===== config.mk =====
export PLATFORM = sky130hd
export DESIGN_NAME = sc_nivelctrl
export DESIGN_NICKNAME = d
export VERILOG_FILES = /design/src/rtl/sc_nivelctrl_pkg.sv /design/src/rtl/sc_nivelctrl_edgedetect.sv /design/src/rtl/sc_nivelctrl.sv
export SDC_FILE = /design/constraint.sdc
export NUM_CORES = 1
export LEC_CHECK = 0
export BUFFER_PORTS_ARGS = -buffer_cell sky130_fd_sc_hd__buf_2
export CORE_MARGIN = 4
export CORE_UTILIZATION = 46
export CTS_CLUSTER_DIAMETER = 40
export DETAILED_ROUTE_END_ITERATION = 8
export PLACE_DENSITY_LB_ADDON = 0.05
export SLEW_MARGIN = 20
export SYNTH_ARGS = -nofsm -noshare
export SYNTH_HDL_FRONTEND = slang
export SYNTH_HIERARCHICAL = 1
export SYNTH_SLANG_ARGS = --single-unit

===== constraint.sdc =====
create_clock -name SC_NIVELCTRL_CLOCK_50 -period 3.7 [get_ports SC_NIVELCTRL_CLOCK_50]
set_input_delay 0.74 -clock SC_NIVELCTRL_CLOCK_50 [delete_from_list [all_inputs] [get_ports SC_NIVELCTRL_CLOCK_50]]
set_output_delay 0.74 -clock SC_NIVELCTRL_CLOCK_50 [all_outputs]
set_load 0.1 [all_outputs]

===== src/rtl/sc_nivelctrl_pkg.sv =====
// Shared definitions for the Frogger level/lives controller and the blocks that
// consume its level bus (lane registers, display logic).
package sc_nivelctrl_pkg;

  localparam logic [2:0] ST_IDLE     = 3'd0;
  localparam logic [2:0] ST_INIT     = 3'd1;
  localparam logic [2:0] ST_PLAY     = 3'd2;
  localparam logic [2:0] ST_ADVANCE  = 3'd3;
  localparam logic [2:0] ST_RELOAD   = 3'd4;
  localparam logic [2:0] ST_GAMEOVER = 3'd5;
  localparam logic [2:0] ST_WIN      = 3'd6;

  typedef enum logic [2:0] {
    IDLE     = ST_IDLE,
    INIT     = ST_INIT,
    PLAY     = ST_PLAY,
    ADVANCE  = ST_ADVANCE,
    RELOAD   = ST_RELOAD,
    GAMEOVER = ST_GAMEOVER,
    WIN      = ST_WIN
  } state_t;

  localparam int DATAWIDTH_NVL_DEF       = 2;
  localparam int DATAWIDTH_LIVES_DEF     = 2;
  localparam int DATAWIDTH_GOALS_DEF     = 2;
  localparam int NVL_MAX                 = 2**DATAWIDTH_NVL_DEF - 1;
  localparam int LIVES_INIT_DEF          = 3;
  localparam int GOALS_PER_LEVEL_DEF     = 3;

  // States in which the lanes must reload their pattern and speed.
  function automatic logic cn_state(input state_t s);
    return (s == INIT) || (s == ADVANCE) || (s == RELOAD);
  endfunction

endpackage


===== src/rtl/sc_nivelctrl_edgedetect.sv =====
// Rising-edge detector for the start button; the history register resets to 1
// so a button held through reset does not count as a press.
module sc_nivelctrl_edgedetect (
  input  logic clk,
  input  logic rst_n,
  input  logic din,
  output logic rise
);

  logic din_q;

  always_ff @(posedge clk) begin
    if (!rst_n) begin
      din_q <= 1'b1;
    end else begin
      din_q <= din;
    end
  end

  assign rise = din & ~din_q;

endmodule


===== src/rtl/sc_nivelctrl.sv =====
// Level/lives controller for the Frogger vehicle lanes: turns goal/hit/start
// events into the level bus, the lane reload strobe and game status flags.
module sc_nivelctrl
  import sc_nivelctrl_pkg::*;
#(
  parameter int DATAWIDTH_NVL   = DATAWIDTH_NVL_DEF,
  parameter int DATAWIDTH_LIVES = DATAWIDTH_LIVES_DEF,
  parameter int DATAWIDTH_GOALS = DATAWIDTH_GOALS_DEF,
  parameter int LIVES_INIT      = LIVES_INIT_DEF,
  parameter int GOALS_PER_LEVEL = GOALS_PER_LEVEL_DEF
) (
  input  logic                       SC_NIVELCTRL_CLOCK_50,
  input  logic                       SC_NIVELCTRL_RESET,
  input  logic                       SC_NIVELCTRL_START_IN,
  input  logic                       SC_NIVELCTRL_GOAL_IN,
  input  logic                       SC_NIVELCTRL_HIT_IN,
  output logic [DATAWIDTH_NVL-1:0]   SC_NIVELCTRL_NVL_OUT,
  output logic                       SC_NIVELCTRL_CN_OUT,
  output logic [DATAWIDTH_LIVES-1:0] SC_NIVELCTRL_LIVES_OUT,
  output logic [DATAWIDTH_GOALS-1:0] SC_NIVELCTRL_GOALS_OUT,
  output logic                       SC_NIVELCTRL_PLAYING_OUT,
  output logic                       SC_NIVELCTRL_GAMEOVER_OUT,
  output logic                       SC_NIVELCTRL_WIN_OUT
);

  localparam logic [DATAWIDTH_NVL-1:0]   NVL_TOP    = '1;
  localparam logic [DATAWIDTH_LIVES-1:0] LIVES_LOAD = DATAWIDTH_LIVES'(LIVES_INIT);
  localparam logic [DATAWIDTH_LIVES-1:0] LIVES_ONE  = DATAWIDTH_LIVES'(1);
  localparam logic [DATAWIDTH_GOALS-1:0] GOALS_DONE = DATAWIDTH_GOALS'(GOALS_PER_LEVEL);

  generate
    if (LIVES_INIT < 1 || LIVES_INIT > 2**DATAWIDTH_LIVES - 1) begin : g_bad_lives
      $error("LIVES_INIT out of range for DATAWIDTH_LIVES");
    end
    if (GOALS_PER_LEVEL < 1 || GOALS_PER_LEVEL > 2**DATAWIDTH_GOALS - 1) begin : g_bad_goals
      $error("GOALS_PER_LEVEL out of range for DATAWIDTH_GOALS");
    end
  endgenerate

  logic clk;
  logic rst_n;
  logic start_rise;

  assign clk   = SC_NIVELCTRL_CLOCK_50;
  assign rst_n = SC_NIVELCTRL_RESET;

  sc_nivelctrl_edgedetect u_start_edge (
    .clk   (clk),
    .rst_n (rst_n),
    .din   (SC_NIVELCTRL_START_IN),
    .rise  (start_rise)
  );

  state_t                     state;
  state_t                     state_nxt;
  logic [DATAWIDTH_NVL-1:0]   nvl;
  logic [DATAWIDTH_NVL-1:0]   nvl_nxt;
  logic [DATAWIDTH_LIVES-1:0] lives;
  logic [DATAWIDTH_LIVES-1:0] lives_nxt;
  logic [DATAWIDTH_GOALS-1:0] goals;
  logic [DATAWIDTH_GOALS-1:0] goals_nxt;
  logic [DATAWIDTH_GOALS-1:0] goals_inc;
  logic [DATAWIDTH_NVL-1:0]   nvl_inc;
  logic [DATAWIDTH_LIVES-1:0] lives_dec;

  // No wrap is possible: goals clear at the target, level caps via WIN, lives stop via GAMEOVER.
  assign goals_inc = goals + 1'b1;
  assign nvl_inc   = nvl + 1'b1;
  assign lives_dec = lives - 1'b1;

  always_comb begin
    state_nxt = state;
    nvl_nxt   = nvl;
    lives_nxt = lives;
    goals_nxt = goals;
    case (state)
      IDLE, GAMEOVER, WIN: begin
        if (start_rise) begin
          state_nxt = INIT;
          nvl_nxt   = '0;
          lives_nxt = LIVES_LOAD;
          goals_nxt = '0;
        end
      end
      INIT, ADVANCE, RELOAD: begin
        state_nxt = PLAY;
      end
      PLAY: begin
        // A collision wins over a goal arriving in the same cycle.
        if (SC_NIVELCTRL_HIT_IN) begin
          if (lives == LIVES_ONE) begin
            state_nxt = GAMEOVER;
            lives_nxt = '0;
          end else begin
            state_nxt = RELOAD;
            lives_nxt = lives_dec;
          end
        end else if (SC_NIVELCTRL_GOAL_IN) begin
          if (goals_inc != GOALS_DONE) begin
            goals_nxt = goals_inc;
          end else if (nvl == NVL_TOP) begin
            state_nxt = WIN;
            goals_nxt = '0;
          end else begin
            state_nxt = ADVANCE;
            nvl_nxt   = nvl_inc;
            goals_nxt = '0;
          end
        end
      end
      default: begin
        state_nxt = IDLE;
      end
    endcase
  end

  // Status flags are registered from the next state so every output is a flop.
  always_ff @(posedge clk) begin
    if (!rst_n) begin
      state                     <= IDLE;
      nvl                       <= '0;
      lives                     <= LIVES_LOAD;
      goals                     <= '0;
      SC_NIVELCTRL_CN_OUT       <= 1'b0;
      SC_NIVELCTRL_PLAYING_OUT  <= 1'b0;
      SC_NIVELCTRL_GAMEOVER_OUT <= 1'b0;
      SC_NIVELCTRL_WIN_OUT      <= 1'b0;
    end else begin
      state                     <= state_nxt;
      nvl                       <= nvl_nxt;
      lives                     <= lives_nxt;
      goals                     <= goals_nxt;
      SC_NIVELCTRL_CN_OUT       <= cn_state(state_nxt);
      SC_NIVELCTRL_PLAYING_OUT  <= (state_nxt == PLAY);
      SC_NIVELCTRL_GAMEOVER_OUT <= (state_nxt == GAMEOVER);
      SC_NIVELCTRL_WIN_OUT      <= (state_nxt == WIN);
    end
  end

  assign SC_NIVELCTRL_NVL_OUT   = nvl;
  assign SC_NIVELCTRL_LIVES_OUT = lives;
  assign SC_NIVELCTRL_GOALS_OUT = goals;

endmodule


# [Yosys cells after proc, flatten, opt, wreduce, memory -nomap -nowiden]
# Index checks and enable logic that the tools add are counted.
[totals] reg_bits=14 inputBits=5
[classes] add_sub_neg=3 n_eq_ne=21 muxes=21 n_bitwise=2 n_reduce_logical=9
[ops] operator="2-bit 2-to-1 mux" n=11
[ops] operator="3-bit equality test, second input constant" n=6
[ops] operator="3-bit 2-to-1 mux" n=5
[ops] operator="2-bit != test, second input constant" n=7
[ops] operator="3-bit by 2-bit equality test with 1-bit output, second input constant" n=4
[ops] operator="2-bit case mux with 2 select lines" n=3
[ops] operator="3-bit case mux with 3 select lines" n=1
[ops] operator="3-bit by 1-bit equality test with 1-bit output, second input constant" n=2
[ops] operator="6-bit AND reduction" n=1
[ops] operator="3-bit OR reduction" n=2
[ops] operator="2-bit by 1-bit adder with 2-bit output, second input constant" n=2
[ops] operator="4-bit AND reduction" n=1
[ops] operator="3-bit logical NOT" n=1
[ops] operator="3-bit AND reduction" n=1
[ops] operator="2-bit by 1-bit equality test with 1-bit output, second input constant" n=1
[ops] operator="2-bit equality test, second input constant" n=1
[ops] operator="1-bit logical OR" n=2
[ops] operator="2-bit nonzero test" n=1
[ops] operator="2-bit by 1-bit subtractor with 2-bit output, second input constant" n=1
[ops] operator="1-bit bitwise AND" n=1
[ops] operator="1-bit 2-to-1 mux" n=1
[ops] operator="1-bit NOT" n=1

# [Longest topological paths before layout]
# Gate-level depths: netlist (run 1).
[depth] ltp_word=9 depth_mapped=6

# [Hierarchy]
# Netlist (run 1), hierarchy kept.
[by_module_without_submodules] module="sc_nivelctrl" instances=1 cells_each=85 area_each_um2=755.7
[by_module_without_submodules] module="sc_nivelctrl_edgedetect" instances=1 cells_each=3 area_each_um2=40.0

# [Worst setup path after synthesis (run 1)]
# OpenSTA, ideal clock, no wires.
[synth_path] path_kind="register to register" startpoint="register nvl[0], in the netlist SC_NIVELCTRL_NVL_OUT[0]" endpoint="register nvl[0], in the netlist SC_NIVELCTRL_NVL_OUT[0]" t_arrival_ns=2.172 t_required_ns=3.630 slack_ns=1.457 path_stages_with_launch=6 path_buffers=0 cell_sequence="dfxtp_1 ha_1 or3_1 o211a_1 or4b_1 a21boi_1"
[synth_between] elab_chain_len=6
[synth_lines] item="start, declared" line_no="sc_nivelctrl.sv:56" rtl="logic [DATAWIDTH_NVL-1:0] nvl;"
[synth_lines] item="start signal, assigned" line_no="sc_nivelctrl.sv:130" rtl="nvl <= nvl_nxt;"
[synth_lines] item="2-bit by 1-bit adder with 2-bit output" line_no="sc_nivelctrl.sv:68" rtl="assign nvl_inc = nvl + 1'b1;"
[synth_lines] item="2-bit 2-to-1 mux" line_no="sc_nivelctrl.sv:101" rtl="end else if (nvl == NVL_TOP) begin"
[synth_lines] item="2-bit 2-to-1 mux" line_no="sc_nivelctrl.sv:99" rtl="if (goals_inc != GOALS_DONE) begin"
[synth_lines] item="2-bit 2-to-1 mux" line_no="sc_nivelctrl.sv:98" rtl="end else if (SC_NIVELCTRL_GOAL_IN) begin"
[synth_lines] item="2-bit 2-to-1 mux" line_no="sc_nivelctrl.sv:90" rtl="if (SC_NIVELCTRL_HIT_IN) begin"
[synth_lines] item="2-bit case mux with 2 select lines" line_no="sc_nivelctrl.sv:76" rtl="case (state)"
# Several ways; a longest one is shown, not always the timed one. The select of a mux whose other input is x is not followed.
# A chain may end at the register's enable or synchronous reset.

# [Final worst setup path (run 1)]
[layout_path] startpoint="register state[1]" endpoint="register SC_NIVELCTRL_CN_OUT"
[layout_between] elab_chain_len=7
[layout_lines] item="start, declared" line_no="sc_nivelctrl.sv:54" rtl="state_t state;"
[layout_lines] item="start signal, assigned" line_no="sc_nivelctrl.sv:129" rtl="state <= state_nxt;"
[layout_lines] item="3-bit 2-to-1 mux" line_no="sc_nivelctrl.sv:99"
[layout_lines] item="3-bit 2-to-1 mux" line_no="sc_nivelctrl.sv:98"
[layout_lines] item="3-bit 2-to-1 mux" line_no="sc_nivelctrl.sv:90"
[layout_lines] item="3-bit case mux with 3 select lines *" line_no="sc_nivelctrl.sv:76"
[layout_lines] item="3-bit by 1-bit equality test with 1-bit output / 3-bit by 2-bit equality test with 1-bit output (equally long branches)" line_no="sc_nivelctrl_pkg.sv:32" rtl="return (s == INIT) || (s == ADVANCE) || (s == RELOAD);"
[layout_lines] item="1-bit logical OR" line_no="sc_nivelctrl_pkg.sv:32"
[layout_lines] item="1-bit logical OR *" line_no="sc_nivelctrl_pkg.sv:32"
[layout_lines] item="end signal, assigned" line_no="sc_nivelctrl.sv:133" rtl="SC_NIVELCTRL_CN_OUT <= cn_state(state_nxt);"
[layout_lines] item="end, declared" line_no="sc_nivelctrl.sv:18" rtl="output logic SC_NIVELCTRL_CN_OUT,"
# Mark *: on every way between the ends. The rest lies on a longest branch, timed or not.

==> results of run 1 <==
[worst max-delay path, cell delays in order, from the launching register on]
cell and delay (ns):
sky130_fd_sc_hd__dfxtp_1 0.57, sky130_fd_sc_hd__nor3b_1 0.73, sky130_fd_sc_hd__a21boi_0 0.25, sky130_fd_sc_hd__a22oi_1 0.19, sky130_fd_sc_hd__a32o_1 0.29
[metal layers]
metal	global-route usage (%)	wire (um)	vias to the layer above	part of all wire [%]
met5	0	0	-	0
met4	4.15	13	0	0.87
met3	4.52	74	2	4.9
met2	19.6	663	11	44
met1	17.3	744	291	50
li1	-	-	342	-
[cell families (layout without fill, tap and decap cells)]
family          after synthesis  count (layout)  synth area share, %
buf+inv                       9              21                 5.50
compound gates               20              20                 19.2
mux                           6               6                 7.70
fa+ha+maj                     2               2                 3.14
flops                        14              14                 35.2
simple gates                 35              35                 27.0
xor+xnor                      2               2                 2.20
[placed cells by master, fill, tap and decap left out, types with 2 or more instances in the layout]
cell                        n
sky130_fd_sc_hd__nand3b_1   2
sky130_fd_sc_hd__nor2_1     5
sky130_fd_sc_hd__nand4b_1   3
sky130_fd_sc_hd__xnor2_1    2
sky130_fd_sc_hd__ha_1       2
sky130_fd_sc_hd__nor3b_1    2
sky130_fd_sc_hd__inv_1      3
sky130_fd_sc_hd__nand2b_1   3
sky130_fd_sc_hd__clkbuf_4   3
sky130_fd_sc_hd__a21boi_1   3
sky130_fd_sc_hd__nor2b_1    3
sky130_fd_sc_hd__buf_2     14
sky130_fd_sc_hd__o21ai_0    5
sky130_fd_sc_hd__dfxtp_1   14
sky130_fd_sc_hd__or3_1      2
sky130_fd_sc_hd__nand2_1    7
sky130_fd_sc_hd__mux2i_1    5
[Yosys cell counts]
| cell | instances | area (um2) |
|---|---|---|
| sky130_fd_sc_hd__dfxtp_1 | 14 | 280 |
| sky130_fd_sc_hd__nand2_1 | 7 | 26.3 |
| sky130_fd_sc_hd__mux2i_1 | 5 | 50.1 |
| sky130_fd_sc_hd__nor2_1 | 5 | 18.8 |
| sky130_fd_sc_hd__o21ai_0 | 5 | 25.0 |
| sky130_fd_sc_hd__a21boi_1 | 3 | 22.5 |
| sky130_fd_sc_hd__inv_1 | 3 | 11.3 |
| sky130_fd_sc_hd__nand2b_1 | 3 | 18.8 |
| sky130_fd_sc_hd__nand4b_1 | 3 | 26.3 |
| sky130_fd_sc_hd__nor2b_1 | 3 | 18.8 |
| sky130_fd_sc_hd__buf_4 | 2 | 15.0 |
| sky130_fd_sc_hd__clkbuf_1 | 2 | 7.51 |
| sky130_fd_sc_hd__ha_1 | 2 | 25.0 |
| sky130_fd_sc_hd__nand3b_1 | 2 | 15.0 |
| sky130_fd_sc_hd__nor3b_1 | 2 | 15.0 |
| sky130_fd_sc_hd__or3_1 | 2 | 12.5 |
| sky130_fd_sc_hd__xnor2_1 | 2 | 17.5 |
| sky130_fd_sc_hd__a211o_1 | 1 | 8.76 |
| sky130_fd_sc_hd__a21boi_0 | 1 | 7.51 |
| sky130_fd_sc_hd__a21o_2 | 1 | 8.76 |
| sky130_fd_sc_hd__a22o_1 | 1 | 8.76 |
| sky130_fd_sc_hd__a22oi_1 | 1 | 7.51 |
| sky130_fd_sc_hd__a32o_1 | 1 | 10.0 |
| sky130_fd_sc_hd__a32oi_1 | 1 | 8.76 |
| sky130_fd_sc_hd__and2_1 | 1 | 6.26 |
| sky130_fd_sc_hd__and3_1 | 1 | 6.26 |
| sky130_fd_sc_hd__and4_1 | 1 | 8.76 |
| sky130_fd_sc_hd__buf_2 | 1 | 5.00 |
| sky130_fd_sc_hd__clkbuf_2 | 1 | 5.00 |
| sky130_fd_sc_hd__mux2_2 | 1 | 11.3 |
| sky130_fd_sc_hd__nand3_1 | 1 | 5.00 |
| sky130_fd_sc_hd__nor2b_4 | 1 | 13.8 |
| sky130_fd_sc_hd__nor3_1 | 1 | 5.00 |
| sky130_fd_sc_hd__o211a_1 | 1 | 10.0 |
| sky130_fd_sc_hd__o21a_1 | 1 | 7.51 |
| sky130_fd_sc_hd__o221a_2 | 1 | 11.3 |
| sky130_fd_sc_hd__o31a_1 | 1 | 8.76 |
| sky130_fd_sc_hd__o31ai_1 | 1 | 7.51 |
| sky130_fd_sc_hd__or3b_1 | 1 | 8.76 |
| sky130_fd_sc_hd__or4b_1 | 1 | 10.0 |
[final cells by class]
type / count / area (um2) / area share, %
Multi-Input combinational cell: 65 / 472 / 53.0
Sequential cell: 14 / 280 / 31.5
Timing Repair Buffer: 14 / 70.1 / 7.88
Clock buffer: 4 / 36.3 / 4.08
Tap cell: 16 / 20.0 / 2.25
Inverter: 3 / 11.3 / 1.27
[sequential cells by signal (all words and copies together), names as in the netlist]
register	flops
SC_NIVELCTRL_CN_OUT	1
SC_NIVELCTRL_GAMEOVER_OUT	1
SC_NIVELCTRL_GOALS_OUT	2
SC_NIVELCTRL_LIVES_OUT	2
SC_NIVELCTRL_NVL_OUT	2
SC_NIVELCTRL_PLAYING_OUT	1
SC_NIVELCTRL_WIN_OUT	1
state	3
u_start_edge/din_q	1
[worst min-delay path by stage]
stage / startpoint / endpoint / slack (ns)
after floorplan: state[2] / SC_NIVELCTRL_GOALS_OUT[0] / 0.64
after global placement: SC_NIVELCTRL_LIVES_OUT[1] / SC_NIVELCTRL_LIVES_OUT[1] / 0.48
after detailed placement: SC_NIVELCTRL_NVL_OUT[1] / SC_NIVELCTRL_NVL_OUT[1] / 0.48
after CTS: SC_NIVELCTRL_NVL_OUT[1] / SC_NIVELCTRL_NVL_OUT[1] / 0.50
after global routing: SC_NIVELCTRL_NVL_OUT[1] / SC_NIVELCTRL_NVL_OUT[1] / 0.53
final: SC_NIVELCTRL_NVL_OUT[1] / SC_NIVELCTRL_NVL_OUT[1] / 0.49
[power by group]
group	internal (mW)	leakage [nW]	switching (mW)
Sequential	0.156	0.114	0.00804
Clock	0.0598	0.0210	0.0480
Combinational	0.0229	0.239	0.0408
[through the flow]
step           setup slack, ns  power, mW  cells
2_1_floorplan             1.46      0.221     88
3_3_place_gp              1.35      0.231    112
3_5_place_dp              1.31      0.232    112
4_1_cts                   1.52      0.342    116
5_1_grt                   1.40      0.358    116
6_report                  1.58      0.335    116
==> Flow_metrics.wiki, run 1 <==
{| class="wikitable"
! Metric !! Value
|-
| Sequential-to-total area share from yosys stat || 35.2%
|-
| Floorplan die area || 0.00246 mm2
|-
| Final standard cell area without fillers || 890 um2
|-
| Detailed Route Iter0 Violations || 7
|-
| Fmax achieved || 0.471 GHz
|-
| Root Buffer || sky130_fd_sc_hd__clkbuf_4
|-
| Least-Margin Pin Slew || 0.822 ns
|-
| Cell Area, Synth || 796 um2
|-
| Syn nets || 95
|-
| Largest net degree at the start of global routing || 16
|-
| Via density per instance || 5.57
|-
| Final design utilization || 56.4%
|-
| Total number of vias || 646
|-
| Worst-case clock buffer depth || 2
|-
| Number of setup buffers added after CTS || 0
|-
| Launch point of the worst path || state[1]
|-
| Worst reg2reg startpoint || state[1]
|-
| Antenna Diode Count || 0
|-
| Number of placed I/O pins || 15
|-
| Area growth from synthesis to layout || 11.8%
|-
| Antenna violations before repair || 0
|-
| Last weighted congestion value of the routability-driven placer || 0.706
|-
| Number of register bits inferred by synthesis || 14
|-
| Number of hold violations in the final report || 0
|-
| TritonCTS clock tree || yes
|-
| Register-to-Register Setup Slack || 1.58 ns
|-
| Minimum hold slack || 0.495 ns
|-
| Horiz. Die Dim || 49.6 um
|-
| Count of port buffers added during placement || 14
|-
| Hold Crit Depth || 2
|-
| Number of buffers added by the clock tree synthesis step || 3
|-
| Final critical path time including I/O delays and setup || 2.12 ns
|-
| Setup repair after global routing missed its margin || false
|-
| Clock sink count || 14
|-
| Total wire length || 1500 um
|-
| Global-route wire length before repair || 2500 um
|-
| Core ar. || 0.00158 mm2
|-
| Setup violations, final || 0
|-
| Antenna-violating nets left || 0
|-
| Leakage || 0.374 nW
|-
| Worst-path maximum fanout || 13
|-
| Worst reg-to-reg path cell count || 4
|-
| Status || complete, no violations
|-
| Net count of the finished layout || 108
|-
| Worst skew pair latency || 0.27 ns
|-
| Capturing element type of the critical path || register
|-
| Clock-pin slew of the registers on the worst-case setup and hold paths || 0.08 ns
|-
| Post-route DRC violation count || 0
|-
| Mean instance size in the synthesized netlist || 9.04 um2
|-
| Part of the cycle the worst path needs || 57.3%
|-
| DR WL/cell || 12.9 um
|-
| Max-cap violations || 0
|-
| Relative slew slack || 45.1%
|-
| Warnings, synthesis || 6
|-
| Cell area after placement || 853 um2
|-
| HPWL after detailed placement || 1110 um
|-
| Termination of the worst setup path || SC_NIVELCTRL_CN_OUT
|-
| Congestion Overflow GR || 0
|-
| Type of the setup path with the least slack || register to register
|-
| Total GRT Usage || 13.1%
|-
| CTS-repair resized insts || 0
|-
| Class of the worst hold path || register to register
|-
| Worst ir drop on vdd || 0.000203 V
|-
| CP startpoint kind || register
|-
| Req. time, crit path || 3.87 ns
|-
| Instance count of the mapped netlist || 88
|-
| Number of iterations in the first detailed-routing pass || 3
|-
| Clock tree skew after final layout || 0.000418 ns
|-
| Initial cell density of the core || 50.5%
|-
| Number of max-slew violations in the final report || 0
|-
| Arrival time of data at the critical path endpoint || 2.29 ns
|-
| Via count of the first global-routing pass || 528
|-
| Final-layout fill cell count || 152
|-
| Cell Pwr Density || 377 mW/mm2
|-
| Share of cells above drive strength 1 || 22.0%
|-
| CTS H-tree depth || 1
|-
| Accumulated negative setup slack || 0 ns
|-
| Height of the die || 49.6 um
|-
| Endpoint of the most critical register-to-register path || SC_NIVELCTRL_CN_OUT
|-
| Number of hold buffers added after CTS || 0
|-
| Number of standard-cell rows in the floorplan || 14
|-
| Post-synth cell types || 40
|}
(Power assumes the default switching activity.)
==> inputs of run 2 (changes only) <==
==> constraint.sdc (replaced) <==
create_clock -name SC_NIVELCTRL_CLOCK_50 -period 2 [get_ports SC_NIVELCTRL_CLOCK_50]
set_input_delay 0.4 -clock SC_NIVELCTRL_CLOCK_50 [delete_from_list [all_inputs] [get_ports SC_NIVELCTRL_CLOCK_50]]
set_output_delay 0.4 -clock SC_NIVELCTRL_CLOCK_50 [all_outputs]
set_load 0.1 [all_outputs]
==> run 2 against run 1 <==
Sequential power increased by 84%. Worst hold slack got worse by 0.18 ns. Cell count increased by 3.4%. Sequential cell count unchanged. Fmax increased by 16%. Clock skew about the same. Largest cell class unchanged. Largest power group unchanged. Sequential share of layout area decreased by 0.65 points. Critical endpoint is now SC_NIVELCTRL_NVL_OUT[0]. Clock power increased by 94%. Design area increased by 3.9%. Count of clock-buffer cells in the layout unchanged.
==> Flow_metrics.wiki, run 2 (same netlist as run 1, synthesis figures left out) <==
{| class="wikitable"
! Metric !! Value
|-
| Antenna Diode Count || 0
|-
| Worst reg-to-reg path cell count || 5
|-
| Final Non-Filler Cells || 120
|-
| Final WS setup || 0.164 ns
|-
| GR peak layer || met2
|-
| Startpoint of the most critical hold path || SC_NIVELCTRL_START_IN
|-
| Setup violations, final || 0
|-
| Highest-count cells in the layout ignoring fill and taps || sky130_fd_sc_hd__buf_2 (14), sky130_fd_sc_hd__dfxtp_1 (10), sky130_fd_sc_hd__nand2_1 (7)
|-
| CP startpoint kind || register
|-
| Number of hold buffers added after CTS || 0
|-
| GRT met1 Usage || 20.7%
|-
| Arrival time of data at the critical path endpoint || 2.06 ns
|-
| Number of max-slew violations in the final report || 0
|-
| Core ar. || 0.00158 mm2
|-
| Endpoint of the most critical register-to-register path || SC_NIVELCTRL_NVL_OUT[0]
|-
| Number of iterations in the first detailed-routing pass || 4
|-
| Final design utilization || 58.7%
|-
| Detailed Route Iter0 Violations || 25
|-
| Cell area after placement || 888 um2
|-
| Minimum hold slack || 0.319 ns
|-
| Share of cells above drive strength 1 || 28.8%
|-
| Capturing element type of the critical path || register
|-
| Total GRT Usage || 15.4%
|-
| Count of port buffers added during placement || 14
|-
| Termination of the worst setup path || SC_NIVELCTRL_NVL_OUT[0]
|-
| Worst-path maximum fanout || 5
|-
| Via count of the first global-routing pass || 658
|-
| Number of placed I/O pins || 15
|-
| Floorplan die area || 0.00246 mm2
|-
| Antenna-violating nets left || 0
|-
| Final standard cell area without fillers || 925 um2
|-
| Clock sink count || 14
|-
| Max-cap violations || 0
|-
| Req. time, crit path || 2.22 ns
|-
| Setup repair after global routing missed its margin || false
|-
| Fmax achieved || 0.545 GHz
|-
| Horiz. Die Dim || 49.6 um
|-
| Relative slew slack || 67.4%
|-
| TritonCTS clock tree || yes
|-
| Setup slack after placement || 0.0539 ns
|-
| Status || complete, no violations
|-
| Root Buffer || sky130_fd_sc_hd__clkbuf_4
|-
| Post-route DRC violation count || 0
|-
| Via density per instance || 5.65
|-
| Antenna violations before repair || 0
|-
| Worst reg2reg startpoint || SC_NIVELCTRL_NVL_OUT[0]
|-
| Total number of vias || 678
|-
| Least-Margin Pin Slew || 0.492 ns
|-
| Area growth from synthesis to layout || 16.2%
|-
| Total wire length || 1640 um
|-
| Number of buffers added by the clock tree synthesis step || 3
|-
| Initial cell density of the core || 50.5%
|-
| Clock tree skew after final layout || 0.000850 ns
|-
| GRT met2 Usage || 22.2%
|-
| DR WL/cell || 13.7 um
|-
| Part of the cycle the worst path needs || 91.8%
|-
| Worst-case clock buffer depth || 2
|-
| Worst skew pair latency || 0.29 ns
|-
| Number of cells in the design after placement || 116
|-
| Clock-pin slew of the registers on the worst-case setup and hold paths || 0.09 ns
|-
| Commonest non-fill, non-tap cell in the layout || sky130_fd_sc_hd__buf_2
|-
| Height of the die || 49.6 um
|-
| Class of the worst hold path || primary input to register
|-
| Net count of the finished layout || 112
|-
| Register bank with the most flops || state
|-
| Met3 layer usage reported by global route || 3.92%
|-
| Final critical path time including I/O delays and setup || 1.84 ns
|-
| Number of setup buffers added after CTS || 0
|-
| Launch point of the worst path || SC_NIVELCTRL_NVL_OUT[0]
|-
| CTS H-tree depth || 1
|-
| Global-route wire length before repair || 2950 um
|-
| Congestion Overflow GR || 0
|-
| Largest register FFs || 3
|-
| Type of the setup path with the least slack || register to register
|-
| HPWL after detailed placement || 1190 um
|-
| Largest net degree at the start of global routing || 16
|-
| Leakage || 0.396 nW
|-
| Worst ir drop on vdd || 0.000490 V
|-
| Accumulated negative setup slack || 0 ns
|-
| CTS-repair resized insts || 0
|-
| Power after layout || 637 uW
|-
| Last weighted congestion value of the routability-driven placer || 0.790
|-
| Register-to-Register Setup Slack || 0.16 ns
|-
| Cell Pwr Density || 689 mW/mm2
|-
| Number of standard-cell rows in the floorplan || 14
|-
| Number of hold violations in the final report || 0
|}
[run 2: cell types whose count changed in the layout (fill, tap and decap cells not counted)]
cell	before	now
sky130_fd_sc_hd__dfxtp_1	14	10
sky130_fd_sc_hd__buf_4	0	4
sky130_fd_sc_hd__dfxtp_2	0	4
[run 2: area by class of cell]
class	instances	area, um2
Multi-Input combinational cell	65	472
Sequential cell	14	285
Fill cell	152	652
Clock buffer	4	36.3
Tap cell	16	20.0
Inverter	3	11.3
Timing Repair Buffer	18	100
[run 2: where the power goes]
group          switching (mW)  internal, mW  leakage, nW  total (mW)
clock network          0.0977         0.111       0.0210       0.209
registers              0.0134         0.288        0.115       0.302
logic                  0.0790        0.0473        0.261       0.126
[run 2: how the worst min path moves through the flow]
stage / end / slack, ns / cells after the start
after floorplan: u_start_edge/din_q / 0.47 / 1
after global placement: SC_NIVELCTRL_LIVES_OUT[1] / 0.46 / 2
after detailed placement: SC_NIVELCTRL_LIVES_OUT[1] / 0.47 / 2
after CTS: u_start_edge/din_q / 0.32 / 2
after global routing: u_start_edge/din_q / 0.34 / 2
final: u_start_edge/din_q / 0.32 / 2
[run 2: worst max-delay path: stages, from the launching register on]
cell and delay [ns]:
sky130_fd_sc_hd__dfxtp_2 0.34, sky130_fd_sc_hd__ha_1 0.22, sky130_fd_sc_hd__or3_1 0.31, sky130_fd_sc_hd__o211a_1 0.25, sky130_fd_sc_hd__or4b_1 0.51, sky130_fd_sc_hd__a21boi_1 0.14
[run 2: metal layers]
metal	vias up	part of all wire (%)
met5	-	0
met4	0	1.5
met3	4	3.8
met2	12	43
met1	315	52
li1	347	-
==> inputs of run 3 (changes only) <==
==> constraint.sdc (replaced) <==
create_clock -name SC_NIVELCTRL_CLOCK_50 -period 1.9 [get_ports SC_NIVELCTRL_CLOCK_50]
set_input_delay 0.38 -clock SC_NIVELCTRL_CLOCK_50 [delete_from_list [all_inputs] [get_ports SC_NIVELCTRL_CLOCK_50]]
set_output_delay 0.38 -clock SC_NIVELCTRL_CLOCK_50 [all_outputs]
set_load 0.1 [all_outputs]
==> run 3 against run 2 <==
Core utilization up 1.4 points. Design area is 2.4% higher. Via count up 5.0%. Clock skew rose by 0.0037 ns. Critical path type unchanged.
==> Flow_metrics.wiki, run 3 (same netlist as run 1, synthesis figures left out) <==
{| class="wikitable"
! Metric !! Value
|-
| Part of the power in the clock network || 31.7%
|-
| CTS H-tree depth || 1
|-
| Worst ir drop on vdd || 0.000517 V
|-
| Max-cap violations || 0
|-
| Clock-pin slew of the registers on the worst-case setup and hold paths || 0.09 ns
|-
| Final WS setup || 0.114 ns
|-
| Antenna violations before repair || 0
|-
| Fmax achieved || 0.560 GHz
|-
| Cell Int Power || 476 uW
|-
| Met3 layer usage reported by global route || 2.11%
|-
| Longest individual stage delay on the worst path || 0.50 ns
|-
| Last weighted congestion value of the routability-driven placer || 0.858
|-
| Minimum hold slack || 0.303 ns
|-
| Floorplan die area || 0.00246 mm2
|-
| Switching power as a share of total power || 29.1%
|-
| Number of standard-cell rows in the floorplan || 14
|-
| Cell class contributing the biggest share of worst-path delay || simple AND/OR/NAND/NOR gates
|-
| Number of setup buffers added after CTS || 0
|-
| Part of the cycle the worst path needs || 94.0%
|-
| Total wire length || 1650 um
|-
| Relative contribution of sequential cells to total power || 47.0%
|-
| Largest net degree at the start of global routing || 16
|-
| Antenna Diode Count || 0
|-
| GRT met1 Usage || 19.2%
|-
| Number of buffer and inverter instances along the worst setup path || 0
|-
| Antenna-violating nets left || 0
|-
| Worst-case clock buffer depth || 2
|-
| Cell Pwr Density || 709 mW/mm2
|-
| Clock tree skew after final layout || 0.00458 ns
|-
| Total GRT Usage || 14.8%
|-
| Number of placed I/O pins || 15
|-
| Setup violations, final || 0
|-
| Setup repair after global routing missed its margin || false
|-
| CP startpoint kind || register
|-
| Net count of the finished layout || 115
|-
| Status || complete, no violations
|-
| Total number of vias || 712
|-
| Critical path, cell by cell || ha_1, or3_1, o211a_1, or4b_1, a21boi_1
|-
| Root Buffer || sky130_fd_sc_hd__clkbuf_4
|-
| Height of the die || 49.6 um
|-
| Largest register FFs || 3
|-
| Req. time, crit path || 2.12 ns
|-
| Leakage || 0.411 nW
|-
| Clock sink count || 14
|-
| Number of buffers added by the clock tree synthesis step || 3
|-
| Via density per instance || 5.79
|-
| Core ar. || 0.00158 mm2
|-
| Master of the slowest instance on the critical path || sky130_fd_sc_hd__or4b_1
|-
| Commonest non-fill, non-tap cell in the layout || sky130_fd_sc_hd__buf_2
|-
| Share of cells above drive strength 1 || 30.8%
|-
| Number of hold violations in the final report || 0
|-
| Area growth from synthesis to layout || 19.0%
|-
| Final critical path time including I/O delays and setup || 1.79 ns
|-
| Count of port buffers added during placement || 14
|-
| Power after layout || 671 uW
|-
| Number of hold buffers added after CTS || 0
|-
| Via count of the first global-routing pass || 674
|-
| Relative slew slack || 67.7%
|-
| Number of iterations in the first detailed-routing pass || 4
|-
| Detailed Route Iter0 Violations || 11
|-
| TritonCTS clock tree || yes
|-
| Combinational fraction of design power || 21.3%
|-
| CTS-repair resized insts || 0
|-
| Worst skew pair latency || 0.28 ns
|-
| Class of the worst hold path || primary input to register
|-
| Global-route wire length before repair || 2860 um
|-
| Highest-count cells in the layout ignoring fill and taps || sky130_fd_sc_hd__buf_2 (14), sky130_fd_sc_hd__dfxtp_1 (10), sky130_fd_sc_hd__nand2_1 (7), sky130_fd_sc_hd__buf_4 (7)
|-
| Horiz. Die Dim || 49.6 um
|-
| Worst-path maximum fanout || 4
|-
| Accumulated negative setup slack || 0 ns
|-
| Least-Margin Pin Slew || 0.488 ns
|-
| Number of max-slew violations in the final report || 0
|-
| Register bank with the most flops || state
|-
| Congestion Overflow GR || 0
|-
| GRT met2 Usage || 23.1%
|-
| Capturing element type of the critical path || register
|-
| Post-route DRC violation count || 0
|-
| Setup slack after placement || -0.0209 ns
|-
| GR peak layer || met2
|-
| HPWL after detailed placement || 1230 um
|-
| DR WL/cell || 13.4 um
|-
| Arrival time of data at the critical path endpoint || 2.00 ns
|-
| Initial cell density of the core || 50.5%
|-
| Type of the setup path with the least slack || register to register
|-
| Net switching power || 195 uW
|}
## run 3: cell types whose count changed in the layout (fill, tap and decap cells not counted)
cell,delta
sky130_fd_sc_hd__buf_4,+3
## run 3: metal layers
metal  up-vias  wire [um]
met5         -          0
met4         0         13
met3         2         64
met2        13        731
met1       340        841
li1        357          -
## run 3: through the flow
stage	utilization [%]	area (um2)	instances
final	60.1	947	123
after global routing	60.1	947	123
after CTS	60.1	947	123
after detailed placement	57.8	911	119
after global placement	57.8	911	119
after floorplan	-	801	88
## run 3: power by group through the flow
stage	Sequential [mW]	Combinational, mW	Clock, mW
2_1_floorplan	0.353	0.0769	0
3_3_place_gp	0.322	0.141	0
3_5_place_dp	0.322	0.142	0
4_1_cts	0.315	0.143	0.224
5_1_grt	0.318	0.154	0.235
6_report	0.315	0.143	0.213
## run 3: final timing paths
| kind | start | end | slack [ns] | depth (start not counted) |
|---|---|---|---|---|
| max reg2reg | SC_NIVELCTRL_NVL_OUT[0] | SC_NIVELCTRL_NVL_OUT[0] | 0.11 | 5 |
| min reg2reg | SC_NIVELCTRL_LIVES_OUT[1] | SC_NIVELCTRL_LIVES_OUT[1] | 0.48 | 2 |
| max | SC_NIVELCTRL_NVL_OUT[0] | SC_NIVELCTRL_NVL_OUT[0] | 0.11 | 5 |
| min | SC_NIVELCTRL_START_IN | u_start_edge/din_q | 0.30 | 2 |
## run 3: area by class of cell
cell class	instances	area [um2]
well taps	16	20.0
multi-input cells	65	472
clock buffers	4	36.3
inverters	3	11.3
repair buffers	21	123
flip-flops and latches	14	285
fillers	146	629
